===== src/rtl/mem_port_arbiter.sv =====
// mem_port_arbiter
// Round-robin arbiter that shares one memory port among NUM_CORES cores.
// Only one transaction is in flight at a time. The winner's command is latched
// onto the mem_* outputs, and the memory response is routed back to that core only.
// Each transaction passes IDLE -> BUSY -> DONE. DONE never grants, so a served
// core's stale request cannot win again before the core drops it.
// Optional feature: define ARB_TIMEOUT_EN to abort a BUSY transaction after
// TIMEOUT_CYCLES cycles without mem_response. The aborted completion is flagged
// on core_error and returns all-ones read data.
module mem_port_arbiter #(
   parameter int WIDTH          = 32,
   parameter int NUM_CORES      = 4,
   parameter int IDX_W          = 2,
   parameter int TIMEOUT_CYCLES = 255
) (
   input  logic                       clk,
   input  logic                       reset_n,
   input  logic [NUM_CORES-1:0]       core_request,
   input  logic [NUM_CORES-1:0]       core_wren,
   input  logic [NUM_CORES*WIDTH-1:0] core_address,
   input  logic [NUM_CORES*WIDTH-1:0] core_writedata,
   output logic [WIDTH-1:0]           core_readdata,
   output logic [NUM_CORES-1:0]       core_response,
   output logic                       core_error,
   output logic                       mem_request,
   output logic                       mem_wren,
   output logic [WIDTH-1:0]           mem_address,
   output logic [WIDTH-1:0]           mem_writedata,
   input  logic [WIDTH-1:0]           mem_readdata,
   input  logic                       mem_response,
   output logic [IDX_W-1:0]           grant_idx,
   output logic                       busy
);

   typedef enum logic [1:0] {
      S_IDLE = 2'd0,
      S_BUSY = 2'd1,
      S_DONE = 2'd2
   } state_t;

   localparam logic [IDX_W-1:0] LAST_IDX = IDX_W'(NUM_CORES - 1);

   state_t           r_state;
   state_t           w_state_nxt;
   logic [IDX_W-1:0] r_rr_ptr;
   logic [IDX_W-1:0] w_pick;
   logic             w_grant;
   logic             w_complete;
   logic             w_timeout;
   logic             w_tmo_hit;

   // First requesting core at or after ptr, searching upward with wrap-around.
   function automatic logic [IDX_W-1:0] rr_pick(input logic [NUM_CORES-1:0] req,
                                                input logic [IDX_W-1:0]     ptr);
      logic [IDX_W-1:0] pick;
      logic             found;
      int               idx;
      pick  = '0;
      found = 1'b0;
      for (int k = 0; k < NUM_CORES; k++) begin
         idx = (int'(ptr) + k) % NUM_CORES;
         if (!found && req[idx]) begin
            pick  = IDX_W'(idx);
            found = 1'b1;
         end
      end
      return pick;
   endfunction

   // Pointer to the core after idx, wrapping at NUM_CORES.
   function automatic logic [IDX_W-1:0] next_ptr(input logic [IDX_W-1:0] idx);
      logic [IDX_W-1:0] nxt;
      if (idx == LAST_IDX) nxt = '0;
      else                 nxt = idx + 1'b1;
      return nxt;
   endfunction

   assign w_pick = rr_pick(core_request, r_rr_ptr);
   assign busy   = (r_state != S_IDLE);

`ifdef ARB_TIMEOUT_EN
   localparam int               TMO_W    = $clog2(TIMEOUT_CYCLES + 1);
   localparam logic [TMO_W-1:0] TMO_LAST = TMO_W'(TIMEOUT_CYCLES - 1);

   logic [TMO_W-1:0] r_tmo_cnt;

   // Count BUSY cycles since the grant; the last allowed cycle raises the timeout.
   always_ff @(posedge clk) begin
      if (!reset_n || w_grant) begin
         r_tmo_cnt <= '0;
      end else if (r_state == S_BUSY) begin
         r_tmo_cnt <= r_tmo_cnt + 1'b1;
      end
   end

   assign w_tmo_hit = (r_tmo_cnt == TMO_LAST);
`else
   logic w_unused_tmo;

   assign w_tmo_hit    = 1'b0;
   assign w_unused_tmo = ^TIMEOUT_CYCLES;
`endif

   // State register.
   always_ff @(posedge clk) begin
      if (!reset_n) r_state <= S_IDLE;
      else          r_state <= w_state_nxt;
   end

   // Next state plus one-cycle event strobes (grant, completion, timeout).
   always_comb begin
      w_state_nxt = r_state;
      w_grant     = 1'b0;
      w_complete  = 1'b0;
      w_timeout   = 1'b0;
      case (r_state)
         S_IDLE: begin
            if (|core_request) begin
               w_grant     = 1'b1;
               w_state_nxt = S_BUSY;
            end
         end
         S_BUSY: begin
            // A response on the timeout edge still counts as a normal completion.
            if (mem_response) begin
               w_complete  = 1'b1;
               w_state_nxt = S_DONE;
            end else if (w_tmo_hit) begin
               w_timeout   = 1'b1;
               w_state_nxt = S_DONE;
            end
         end
         S_DONE: begin
            w_state_nxt = S_IDLE;
         end
         default: begin
            w_state_nxt = S_IDLE;
         end
      endcase
   end

   // Latch the winner's command, return the response to it, and advance the rr pointer.
   always_ff @(posedge clk) begin
      if (!reset_n) begin
         r_rr_ptr      <= '0;
         grant_idx     <= '0;
         mem_request   <= 1'b0;
         mem_wren      <= 1'b0;
         mem_address   <= '0;
         mem_writedata <= '0;
         core_readdata <= '0;
         core_response <= '0;
         core_error    <= 1'b0;
      end else begin
         core_response <= '0;
         core_error    <= 1'b0;
         if (w_grant) begin
            mem_request   <= 1'b1;
            mem_wren      <= core_wren[w_pick];
            mem_address   <= core_address[int'(w_pick)*WIDTH +: WIDTH];
            mem_writedata <= core_writedata[int'(w_pick)*WIDTH +: WIDTH];
            grant_idx     <= w_pick;
         end
         if (w_complete || w_timeout) begin
            mem_request              <= 1'b0;
            core_readdata            <= w_timeout ? {WIDTH{1'b1}} : mem_readdata;
            core_response[grant_idx] <= 1'b1;
            core_error               <= w_timeout;
            r_rr_ptr                 <= next_ptr(grant_idx);
         end
      end
   end

endmodule


===== config.mk =====
export PLATFORM = sky130hd
export DESIGN_NAME = mem_port_arbiter
export DESIGN_NICKNAME = d
export VERILOG_FILES = /design/src/rtl/mem_port_arbiter.sv
export SDC_FILE = /design/constraint.sdc
export NUM_CORES = 1
export LEC_CHECK = 0
export CAP_MARGIN = 0
export CORE_AREA = 2 2 157 159
export DETAILED_ROUTE_END_ITERATION = 10
export DIE_AREA = 0 0 159 161
export PLACE_DENSITY = 0.64
export SYNTH_ARGS = -nofsm -noshare
export SYNTH_HDL_FRONTEND = slang
export SYNTH_SLANG_ARGS = --single-unit

===== constraint.sdc =====
create_clock -name clk -period 1.5 [get_ports clk]
set_clock_uncertainty 0.1 [all_clocks]
set_input_delay 0.3 -clock clk [delete_from_list [all_inputs] [get_ports clk]]
set_output_delay 0.3 -clock clk [all_outputs]
set_load 0.005 [all_outputs]

==> flow_metrics.py <==
metrics = {
    "yosys": {
        "ys_seq_area_frac": 0.397,
        "synth-compound-area-share": 0.233,
        "post_synth_xor_area_fraction": 0,
        "synth_top_family_by_area": "multiplexers",
        "netlist_area_before_placement_um2": 5440,
        "post-synth-top-count-cell": "sky130_fd_sc_hd__mux2i_1",
        "async_flop_share": 0,
        "most_common_library_cells_after_synthesis": "131 x sky130_fd_sc_hd__mux2i_1, 108 x sky130_fd_sc_hd__dfxtp_1, 66 x sky130_fd_sc_hd__nand2_1, 50 x sky130_fd_sc_hd__o221ai_2, 35 x sky130_fd_sc_hd__a22o_1",
        "synth_top_flop_cell": "sky130_fd_sc_hd__dfxtp_1",
        "synthAdderAreaFrac": 0.00920,
        "synth_edf_count": 0,
        "post_synth_mux_area_share": 0.241,
        "synthSimpleGateAreaFrac": 0.0646,
        "synth.lib_cells_used.distinct": 31,
        "post-synth-top-area-cell": "sky130_fd_sc_hd__dfxtp_1",
        "ys_seq_elements": 108,
        "post_synth_main_area_contributors": "sky130_fd_sc_hd__dfxtp_1 40%, sky130_fd_sc_hd__mux2i_1 24%, sky130_fd_sc_hd__o221ai_2 14%",
        "post_synth_inst_count": 486,
        "synth_area_per_cell_um2": 11.2,
        "yosys_warnings": 0,
        "synth_fp_nets": 789,
        "synth_top_area_frac": 0.397,
    },
    "grt": {
        "groute.usage.overall": 0.174,
        "gr-total-overflow": 0,
        "grt_antenna_before_repair": 1,
        "grt_pass1_vias": 5894,
        "grt_first_pass_wirelength_um": 34700,
        "grt_start_max_net_pins": 38,
    },
    "pwr": {
        "leakage_nw": 4.56,
        "vdd_ir_drop_max_mv": 0.779,
        "totalPowerFinal_mw": 9.04,
        "power.density_nw_per_um2": 799,
    },
    "critical_path": {
        "crit_family": "buffers and inverters",
        "reg2regPathDepth": 9,
        "setup.worst_path.end_class": "flop",
        "cp_common_cell": "sky130_fd_sc_hd__buf_12",
        "count_of_cell_instances_traversed_by_the_critical_path": 9,
        "critical_path_buf_inv_count": 5,
        "worstPathMaxFanout": 11,
        "critical_path.startpoint_type": "flop",
        "critical_path_required_ns": 1.64,
        "regToRegEndpoint": "mem_writedata[26]",
        "timing.critical_path.slowest_cell_delay_ns": 0.35,
        "worstSetupPathType": "reg2reg",
        "timing.rr.start": "r_rr_ptr[0]",
        "cp_cell_sequence": "inv_2 > buf_4 > o21ai_2 > a21oi_4 > buf_12 > buf_12 > buf_12 > mux2i_2 > o221ai_2",
        "reg2reg_setup_slack_ns": -0.30,
        "worst-endpoint-arrival_ns": 1.94,
        "slowest_stage": "sky130_fd_sc_hd__dfxtp_2",
    },
    "hold_path": {
        "hold_depth": 2,
        "worst_hold_check_path_type": "in2reg",
        "hold-path-endpoint": "r_state[0]",
        "hp-start": "reset_n",
    },
    "run": {
        "maxCapViolations": 0,
    },
    "die": {
        "std_cell_rows": 57,
        "core_area_um2": 24000,
        "start_util": 0.227,
        "floorplan.io_pins": 405,
        "die_width_um": 159,
        "dieHeight_um": 161,
        "die-area_um2": 25600,
    },
    "clock_network": {
        "cts_tree": "yes",
        "clock_tree.htree_level_count": 3,
        "tritoncts.num_buffers": 9,
        "clock_tree.buffer_depth": 2,
        "cts_root_buffer": "sky130_fd_sc_hd__clkbuf_16",
        "cts_sinks": 108,
        "cts_hold_repair.buffers": 0,
        "clkSlewWorstSetupHoldPaths_ns": 0.08,
        "clkLatencyLatePin_ns": 0.35,
    },
    "drt": {
        "dr.pass1.iters": 4,
        "route.detailed.drc": 0,
        "drt-initial-drc-count": 215,
        "wirelength_met1_um": 9510,
        "finalWirelength_um": 23400,
        "drt-wirelength-per-cell_um": 18.6,
        "detailroute.via_count": 5620,
        "routed.top_layer": "met4",
        "via_per_inst": 4.46,
        "wl_met3_um": 1890,
        "dr_wl_met2_um": 11600,
        "antenna_left": 0,
    },
    "sta": {
        "slew_viol_final": 0,
        "timing.final.hold_violations": 0,
        "setup_viol": 66,
        "fmax_ghz": 0.555,
        "fin_crit_ns": 1.80,
        "fin_crit_sh": 1.20,
        "setup_repair_after_global_routing_missed_its_margin": "yes",
        "post-route-worst-setup-slack_ns": -0.301,
    },
    "place": {
        "gp_congestion": 0.829,
        "detailedPlace.worstSlack_ns": -0.858,
        "detailed_place_hpwl_um": 17200,
        "io_buffers": 403,
    },
    "run_status": {
        "run_status": "complete, but fails checks",
        "failed_checks": "negative setup slack",
    },
    "layout": {
        "synth_to_final_area_change_pct": 108,
        "drive_above_1_share": 0.249,
        "final.fill_count": 2312,
        "nNetsFinal": 1233,
    },
}
-- cells in the final DEF, fill, tap and decap left out, drive strengths merged --
master         count
a21boi             2
a21oi              4
a221oi             1
a22o              35
and2               4
and3               1
buf               69
clkbuf            14
clkdlybuf4s50    293
clkinv             4
clkinvlp           1
conb               1
dfxtp            108
diode              1
dlygate4sd2      108
dlymetal6s2s       1
ha                 4
inv                7
mux2i            131
nand2             66
nand2b             2
nand3              1
nand3b             1
nor2               2
nor2b              4
nor4               1
o21a               2
o21ai              2
o221ai            65
or2                1
-- worst register-to-register path, stage by stage, from the launching register on --
cell and delay (ns):
sky130_fd_sc_hd__dfxtp_2 0.35, sky130_fd_sc_hd__inv_2 0.04, sky130_fd_sc_hd__buf_4 0.12, sky130_fd_sc_hd__o21ai_2 0.17
sky130_fd_sc_hd__a21oi_4 0.08, sky130_fd_sc_hd__buf_12 0.14, sky130_fd_sc_hd__buf_12 0.15, sky130_fd_sc_hd__buf_12 0.16
sky130_fd_sc_hd__mux2i_2 0.24, sky130_fd_sc_hd__o221ai_2 0.13
-- worst max path at each step --
stage / slack [ns] / startpoint / to
floorplan: -0.11 / r_rr_ptr[1] / mem_writedata[12]
global placement: -0.84 / core_request[0] / mem_writedata[26]
detailed placement: -0.86 / core_request[0] / mem_writedata[26]
CTS: -0.33 / r_rr_ptr[0] / mem_writedata[26]
global route: -0.39 / r_rr_ptr[0] / mem_writedata[3]
finish: -0.30 / r_rr_ptr[0] / mem_writedata[26]
-- stage by stage --
stage                     utilization  std cells  hold slack [ns]  TNS, ns  area [um2]
after global routing            0.472       1260            0.299   -22.48       11300
after detailed placement        0.427       1224            0.348   -63.67       10200
after CTS                       0.458       1253            0.363   -18.13       11000
final                           0.472       1260            0.267   -16.32       11300
after global placement          0.427       1224            0.344   -60.96       10200
after floorplan                     -        486            0.318    -5.81        5550
-- repair_timing --
| item | in CTS | in global routing |
|---|---|---|
| gates cloned | 6 | 5 |
| buffers inserted | 7 | 3 |
| endpoints found under the setup margin | 171 | 96 |
| pin swaps | 3 | 24 |
| gates resized for setup | 196 | 39 |
-- per-layer routing --
layer | vias up | track usage
met2 | 258 | 0.306
met4 | 0 | 0.0500
met1 | 2591 | 0.203
met5 | - | 0
li1 | 2751 | -
met3 | 20 | 0.0560
-- sequential cells by signal, indices dropped and copies added, names as in the netlist --
name,cells
mem_request,1
r_rr_ptr,2
r_state,2
grant_idx,2
mem_address,32
core_readdata,32
mem_wren,1
mem_writedata,32
core_response,4
-- area by class of cell --
type,instances,area [um2],area share
Antenna cell,1,2.50,0.000221
Clock buffer,9,225,0.0199
Clock inverter,7,82.6,0.00730
Inverter,5,18.8,0.00166
Multi-Input combinational cell,330,3420,0.303
Sequential cell,108,2200,0.194
Tap cell,324,405,0.0358
Timing Repair Buffer,476,4960,0.438
-- kinds of logic (layout without fill, tap and decap cells) --
kind of cell	Yosys count	in the layout
multiplexers	131	131
other	1	2
flip-flops	108	108
AND/OR/NAND/NOR	83	83
adder cells (fa/ha/maj)	4	4
buffers and inverters	48	497
AO/OA/AOI/OAI	111	111
-- report_power, final --
group,internal (mW),switching [mW],leakage [nW]
Clock,1.19,1.28,0.145
Combinational,2.00,1.23,3.52
Sequential,3.18,0.156,0.898
Note: power is estimated with default switching activity, not from simulation.
